[config.mk]
export PLATFORM = sky130hd
export DESIGN_NAME = float_copro_bridge
export DESIGN_NICKNAME = d
export VERILOG_FILES = /design/src/rtl/float_copro_bridge.sv
export SDC_FILE = /design/constraint.sdc
export NUM_CORES = 1
export LEC_CHECK = 0
export BUFFER_PORTS_ARGS = -buffer_cell sky130_fd_sc_hd__clkbuf_2
export CORE_MARGIN = 2
export CORE_UTILIZATION = 40
export CTS_BUF_LIST = sky130_fd_sc_hd__clkbuf_8 sky130_fd_sc_hd__clkbuf_16
export DETAILED_ROUTE_END_ITERATION = 8
export SLEW_MARGIN = 20
export SYNTH_ARGS = -nofsm -noshare
export SYNTH_HDL_FRONTEND = slang
export SYNTH_SLANG_ARGS = --single-unit
[constraint.sdc]
create_clock -name clk -period 9 [get_ports clk]
set_clock_uncertainty 0.05 [all_clocks]
set_input_delay 0.45 -clock clk [delete_from_list [all_inputs] [get_ports clk]]
set_output_delay 0.45 -clock clk [all_outputs]
set_load 0.02 [all_outputs]
[src/rtl/float_copro_bridge.sv]
// float_copro_bridge: sequences queued FP requests into the coprocessor
// valid/complete handshake and returns results through a one-entry register.
//
// Ports:
//   clk, rst_n                  clock, synchronous active-low reset
//   cpu_valid/cpu_ready         request handshake (ready = FIFO not full)
//   cpu_opcode, cpu_op0/op1     request payload
//   res_valid/res_ready         result handshake
//   res_data, res_err           result word, timeout-abort flag
//   copro_valid                 held high from dispatch until completion
//   copro_opcode, copro_op0/1   operation presented to the coprocessor
//   copro_complete, copro_result  completion level and result
//   ops_done                    results loaded so far (wraps)
module float_copro_bridge #(
   parameter int DEPTH   = 2,
   parameter int TIMEOUT = 64
) (
   input  logic        clk,
   input  logic        rst_n,
   input  logic        cpu_valid,
   output logic        cpu_ready,
   input  logic [10:0] cpu_opcode,
   input  logic [31:0] cpu_op0,
   input  logic [31:0] cpu_op1,
   output logic        res_valid,
   input  logic        res_ready,
   output logic [31:0] res_data,
   output logic        res_err,
   output logic        copro_valid,
   output logic [10:0] copro_opcode,
   output logic [31:0] copro_op0,
   output logic [31:0] copro_op1,
   input  logic        copro_complete,
   input  logic [31:0] copro_result,
   output logic [15:0] ops_done
);

   localparam int AW = $clog2(DEPTH);
   localparam int TW = $clog2(TIMEOUT);
   localparam logic [TW-1:0] TMAX = TW'(TIMEOUT - 1);
   localparam logic [31:0] QNAN = 32'h7FC0_0000;

   typedef enum logic [1:0] {
      S_IDLE,
      S_WAIT,
      S_DROP
   } state_e;

   typedef struct packed {
      logic [10:0] opcode;
      logic [31:0] op0;
      logic [31:0] op1;
   } req_t;

   req_t        mem_q [DEPTH];
   req_t        mem_d [DEPTH];
   logic [AW:0] wr_ptr_q, wr_ptr_d;
   logic [AW:0] rd_ptr_q, rd_ptr_d;
   state_e      state_q, state_d;
   logic [TW-1:0] tmr_q, tmr_d;
   logic        cv_q, cv_d;
   logic [10:0] copc_q, copc_d;
   logic [31:0] cop0_q, cop0_d;
   logic [31:0] cop1_q, cop1_d;
   logic        rv_q, rv_d;
   logic [31:0] rdata_q, rdata_d;
   logic        rerr_q, rerr_d;
   logic [15:0] ops_done_q, ops_done_d;

   logic full, empty, push;
   req_t head;

   // Pointers carry one extra wrap bit to tell full from empty.
   assign empty = (wr_ptr_q == rd_ptr_q);
   assign full  = (wr_ptr_q[AW] != rd_ptr_q[AW]) &&
                  (wr_ptr_q[AW-1:0] == rd_ptr_q[AW-1:0]);
   assign head  = mem_q[rd_ptr_q[AW-1:0]];

   // Held low through reset so nothing is accepted until the FIFO is clean.
   assign cpu_ready = rst_n && !full;
   assign push      = cpu_valid && cpu_ready;

   always_comb begin
      mem_d      = mem_q;
      wr_ptr_d   = wr_ptr_q;
      rd_ptr_d   = rd_ptr_q;
      state_d    = state_q;
      tmr_d      = tmr_q;
      cv_d       = cv_q;
      copc_d     = copc_q;
      cop0_d     = cop0_q;
      cop1_d     = cop1_q;
      rv_d       = rv_q;
      rdata_d    = rdata_q;
      rerr_d     = rerr_q;
      ops_done_d = ops_done_q;

      if (push) begin
         mem_d[wr_ptr_q[AW-1:0]] = '{cpu_opcode, cpu_op0, cpu_op1};
         wr_ptr_d = wr_ptr_q + 1'b1;
      end

      if (rv_q && res_ready) begin
         rv_d = 1'b0;
      end

      unique case (state_q)
         S_IDLE: begin
            // Dispatch only into an empty result register so a load
            // and a take can never land on the same edge.
            if (!empty && !rv_q) begin
               rd_ptr_d = rd_ptr_q + 1'b1;
               copc_d   = head.opcode;
               cop0_d   = head.op0;
               cop1_d   = head.op1;
               cv_d     = 1'b1;
               tmr_d    = '0;
               state_d  = S_WAIT;
            end
         end
         S_WAIT: begin
            tmr_d = tmr_q + 1'b1;
            if (copro_complete) begin
               rdata_d    = copro_result;
               rerr_d     = 1'b0;
               rv_d       = 1'b1;
               ops_done_d = ops_done_q + 16'd1;
               cv_d       = 1'b0;
               state_d    = S_DROP;
            end else if (tmr_q == TMAX) begin
               rdata_d    = QNAN;
               rerr_d     = 1'b1;
               rv_d       = 1'b1;
               ops_done_d = ops_done_q + 16'd1;
               cv_d       = 1'b0;
               state_d    = S_DROP;
            end
         end
         S_DROP: begin
            // One low cycle lets the coprocessor re-arm.
            state_d = S_IDLE;
         end
         default: begin
            state_d = S_IDLE;
         end
      endcase
   end

   always_ff @(posedge clk) begin
      if (!rst_n) begin
         wr_ptr_q   <= '0;
         rd_ptr_q   <= '0;
         state_q    <= S_IDLE;
         tmr_q      <= '0;
         cv_q       <= 1'b0;
         copc_q     <= '0;
         cop0_q     <= '0;
         cop1_q     <= '0;
         rv_q       <= 1'b0;
         rdata_q    <= '0;
         rerr_q     <= 1'b0;
         ops_done_q <= '0;
      end else begin
         wr_ptr_q   <= wr_ptr_d;
         rd_ptr_q   <= rd_ptr_d;
         state_q    <= state_d;
         tmr_q      <= tmr_d;
         cv_q       <= cv_d;
         copc_q     <= copc_d;
         cop0_q     <= cop0_d;
         cop1_q     <= cop1_d;
         rv_q       <= rv_d;
         rdata_q    <= rdata_d;
         rerr_q     <= rerr_d;
         ops_done_q <= ops_done_d;
      end
   end

   // Storage needs no reset: pointers define which entries are live.
   always_ff @(posedge clk) begin
      mem_q <= mem_d;
   end

   assign res_valid    = rv_q;
   assign res_data     = rdata_q;
   assign res_err      = rerr_q;
   assign copro_valid  = cv_q;
   assign copro_opcode = copc_q;
   assign copro_op0    = cop0_q;
   assign copro_op1    = cop1_q;
   assign ops_done     = ops_done_q;

endmodule

* After elaboration in Yosys (flattened, before gate mapping)
Index checks and enable logic that the tools add are counted.
** Storage, ports and cells
- Word-level logic and storage cells :: 77
- Register bits :: 288
- Bits of input ports :: 112
- Output and inout bits :: 127
** Cells by class
- Mux-type cells :: 26
- Order comparisons :: 3
- Add/subtract/negate cells :: 4
- Bitwise operators :: 2
- Eq/ne operators :: 7
- Reductions and logical operators :: 17
** Operator list (count)
- 75-bit 2-to-1 mux :: 4
- 150-bit bitwise mux :: 1
- 75-bit demux with 1-bit select :: 1
- 32-bit 2-to-1 mux :: 2
- 16-bit 2-to-1 mux :: 2
- 16-bit by 1-bit adder with 16-bit output, second input constant :: 1
- 6-bit case mux with 2 select lines :: 1
- 1-bit 2-to-1 mux :: 9
- 2-bit AND reduction :: 4
- 6-bit by 1-bit adder with 6-bit output, second input constant :: 1
- 6-bit == test, second input constant :: 1
- 1-bit logical AND :: 6
- 2-bit 2-to-1 mux :: 3
- 6-bit 2-to-1 mux :: 1
- 2-bit by 1-bit adder with 2-bit output, second input constant :: 2
- 2-bit greater-or-equal comparator, second input constant :: 2
- 1-bit inverter with 2-bit output :: 2
- 2-bit case mux with 2 select lines :: 1
- 2-bit nonzero test :: 2
- 1-bit logical NOT :: 3
- 3-bit inequality test, second input constant :: 1
- 3-bit AND reduction :: 1
- 2-bit by 1-bit == test with 1-bit output, second input constant :: 1
- 2-bit == test :: 1
- other kinds (6) :: 6

* Logic depth before layout (Yosys ltp)
- Depth in word-level cells :: 6
- Depth in mapped cells :: 7
- Mapped depth without buffers :: 5

* Least setup slack after synthesis
Ideal clock, no wire load.
- Path type :: reg-to-reg
- Start :: register rd_ptr_q[0]
- End :: register mem_q[100] (netlist bit), enable pin
- Path slack :: 4.104 ns
- Period minus slack after synthesis :: 4.896 ns
- Data arrival time :: 4.338 ns
- Library setup time :: 0.509 ns
- Required time :: 8.441 ns
- Stages on the path, launching flop included :: 6
- Path buffers :: 1
- Cell sequence :: dfxtp_1 > clkbuf_1 > xnor2_1 > a21oi_1 > nand2_1 > nor2_1
** Between the ends
- Cells in the longest elaborated chain, start to end :: 5
** Ends and longest elaborated chain
- start: declaration :: RTL line 58 : logic [AW:0] rd_ptr_q, rd_ptr_d;
- start signal: assignment :: RTL line 165 : rd_ptr_q <= rd_ptr_d;
- 1-bit == test :: RTL line 76 : (wr_ptr_q[AW-1:0] == rd_ptr_q[AW-1:0]);
- 1-bit logical AND :: RTL line 75 : assign full = (wr_ptr_q[AW] != rd_ptr_q[AW]) &&
- 1-bit logical NOT :: RTL line 80 : assign cpu_ready = rst_n && !full;
- 1-bit logical AND :: RTL line 80
- named net cpu_ready :: RTL line 21 : output logic cpu_ready,
- 1-bit logical AND :: RTL line 81 : assign push = cpu_valid && cpu_ready;
- end signal: assignment :: RTL line 181 : mem_q <= mem_d;
- end: declaration :: RTL line 55 : req_t mem_q [DEPTH];
The timed path passes the listed nets, and every way through them passes these cells.
A chain may end at the register's enable or synchronous reset.

* Final worst setup path
- Start :: register rd_ptr_q[0]
- End :: register tmr_q[4]
** Between the ends
- Cells in the longest elaborated chain, start to end :: 5
** Ends and longest elaborated chain
- 2-bit == test :: RTL line 74 : assign empty = (wr_ptr_q == rd_ptr_q);
- 1-bit logical NOT :: RTL line 111 : if (!empty && !rv_q) begin
- 1-bit logical AND :: RTL line 111
- 2-bit inequality test (no line)
- 2-bit AND reduction (no line)
- end signal: assignment :: RTL line 167 : tmr_q <= tmr_d;
- end: declaration :: RTL line 60 : logic [TW-1:0] tmr_q, tmr_d;
Every way passes these cells.

==> metrics <==
Placed Instance Area=approximately 12000 sq um; largest net degree at the start of global routing=between 70 and 80; required time worst endpoint=9.34 ns; Max Freq=364 MHz; CP max FO=78; RSZ-0062 raised after global routing=false; post-synthesis sequential area ratio=0.697; dpl cells=1280; Critical Path Source Type=flop; largest cells by area after synthesis=edfxtp_1 43%, dfxtp_1 27%, mux2i_1 7.5%; DIE AREA=27400 sq um; Initial Util=0.403; GRT overflow=0; EDFF count, synth=150; final std cells w/o fill=approximately 1300; worst vdd ir=293 uV; PostCTS Resize Cnt=0; number of global-route vias before repair=about 6300; hold_buf cts=0; I/O pin cnt=between 200 and 250; DRT Pass-1 Iters=5; initial antenna violation count=1; slowest stage cell, crit path=dfxtp_4; Synth Warn #=0; Tcrit/Tclk final=0.305; first-pass GRT wire length=between 30000 and 40000 um; Routed wire per std cell=roughly 16 um; fin nets=between 1000 and 1500; hpwl dp=13200 um; Crit. End Element=flop; Std-Cell Rows=between 50 and 60; CTS H-tree depth=1; Die Height=between 150 and 200 um; worst skew pair latency=0.55 ns; Largest stage delay, worst path=between 0.8 and 0.9 ns; static leakage=about 5 nW; actual slew at the worst max-slew pin=between 0.9 and 1 ns; all-layer global routing usage=0.151; Post-Synthesis Net Count=approximately 860; crit path time final=2.74 ns; pwr dens=approximately 330 nW/um^2; ANT nets after route=0; post-synth cell types=42; Avg Vias per Cell=~5; max-cap violations=0; Longest Clk Path Bufs=3; Clock Sinks=around 290; port buffer count=approximately 240; FF+latch count, synth=288; Data arrival, critical path=a little over 3 ns; design area=12900 sq um; Setup CP Type=flop to flop; Pins Over Slew Limit=0; Most used DFF post-synth=edfxtp_1; Routed WL=around 21000 um; Iteration-0 DRC Markers=between 300 and 400; Root Buffer=clkbuf_16; Gate Count Post-Synth=748; CTS tree=built; Fin. Hold Viols=0; Mean Syn Cell Area=roughly 14 sq um; TritonCTS Buffers=31; area grow syn2layout=23.8%; Fin Hold WS=between 0.03 and 0.04 ns; mapped cell area=approximately 10000 sq um; setup repair bufs after CTS=0; clk slew on worst S/H paths=0.06 ns; DRC Markers=0; Hold WC Path Type=input port to flop; via count=between 6000 and 7000; CP cell instances=xnor2_1 > a2111oi_4 > buf_4 > nand2b_1 > a311oi_1; final setup fails=0; Synth async-reset ratio=0; Die W=roughly 170 um; Synth area leader=edfxtp_1; routability congestion estimate=about 0.75; share of cells above drive strength 1=0.329; Setup TNS=0 ns; Synth top area share=0.432; outcome=finished clean; Rel. slew slack=0.376; core region area=approximately 26000 sq um
per-layer routing:
metal	track usage	wire length, um
met1	0.175	8680
met2	0.264	10200
met3	0.0547	2090
met4	0.0451	549
met5	0	0
kinds of logic (layout without fill, tap and decap cells):
| kind of cell | after synthesis | in the layout | share of synthesized area |
|---|---|---|---|
| DFF | 288 | 288 | 0.697 |
| and+or+nand+nor | 167 | 167 | 0.0749 |
| AOI/OAI and AO/OA | 153 | 153 | 0.121 |
| muxes | 78 | 78 | 0.0749 |
| buffers and inverters | 54 | 310 | 0.0247 |
| xor gates and xnor gates | 6 | 6 | 0.00504 |
| adders and majority gates | 2 | 2 | 0.00240 |
| other | 0 | 1 | 0 |
final timing paths:
check | start | end | slack (ns) | cells after the start
setup reg to reg | rd_ptr_q[0] | tmr_q[4] | 6.26 | 5
setup / recovery | rd_ptr_q[0] | tmr_q[4] | 6.26 | 5
hold reg to reg | copro_valid | copro_valid | 0.42 | 1
hold / removal | cpu_op0[14] | mem_q[46] | 0.04 | 1
cells in the mapped netlist (3+ instances only):
| cell type | instances |
|---|---|
| a211oi_1 | 47 |
| a211oi_2 | 29 |
| a21oi_1 | 19 |
| a22o_1 | 23 |
| and3_1 | 4 |
| buf_1 | 3 |
| buf_2 | 11 |
| buf_4 | 11 |
| clkbuf_1 | 24 |
| dfxtp_1 | 138 |
| edfxtp_1 | 150 |
| inv_1 | 4 |
| mux2i_1 | 78 |
| nand2_1 | 20 |
| nand2b_1 | 7 |
| nand3_1 | 8 |
| nand3b_1 | 10 |
| nor2_1 | 93 |
| nor4_1 | 4 |
| o21a_1 | 3 |
| o21ai_0 | 16 |
| o31ai_1 | 7 |
| or3_1 | 6 |
| or4_1 | 7 |
| xnor2_1 | 5 |
power by group:
part           leakage, nW  switching (mW)  internal (mW)
Combinational         1.91           0.815          0.443
Clock                0.511           0.507          0.718
Sequential            2.51           0.158           1.65
Total                 4.93            1.48           2.81
critical path, delay by kind of cell (launching register included):
family / cells / cell delay (ns)
AO/OA/AOI/OAI: 2 / 0.46
flip-flops: 1 / 0.83
XOR/XNOR: 1 / 0.25
AND/OR/NAND/NOR: 1 / 0.28
buffers and inverters: 1 / 0.71
flip-flops by register name, indices dropped and copies added (netlist names):
name and cells:
copro_op0 32, copro_op1 32, copro_opcode 11, copro_valid 1
mem_q 150, ops_done 16, rd_ptr_q 2, res_data 32
res_err 1, res_valid 1, state_q 2, tmr_q 6
wr_ptr_q 2
per-stage QoR:
step	total power, mW	worst slack (ns)	utilization
final	4.29	6.26	0.499
after global routing	4.55	6.01	0.499
after CTS	4.36	6.08	0.498
after detailed placement	3.12	6.10	0.459
after global placement	3.10	6.10	0.459
after floorplan	2.76	4.10	-
final cells by class:
class,count,area (sq um)
Antenna cell,1,2.50
Clock buffer,35,831
Clock inverter,23,175
Fill cell,2307,12900
Inverter,5,22.5
Multi-Input combinational cell,406,2910
Sequential cell,288,7270
Tap cell,335,419
Timing Repair Buffer,247,1270
cells in the final DEF (no fill, tap or decap), types with 8 or more instances in the layout:
cell | synthesis | final
a211oi_1 | 47 | 47
a211oi_2 | 29 | 29
a21oi_1 | 19 | 19
a22o_1 | 23 | 23
clkbuf_16 | 0 | 31
clkbuf_2 | 0 | 238
dfxtp_1 | 138 | 137
edfxtp_1 | 150 | 150
inv_1 | 4 | 8
mux2i_1 | 78 | 78
nand2_1 | 20 | 20
nand3_1 | 8 | 8
nand3b_1 | 10 | 10
nor2_1 | 93 | 92
o21ai_0 | 16 | 16
Note: power is estimated with default switching activity, not from simulation.
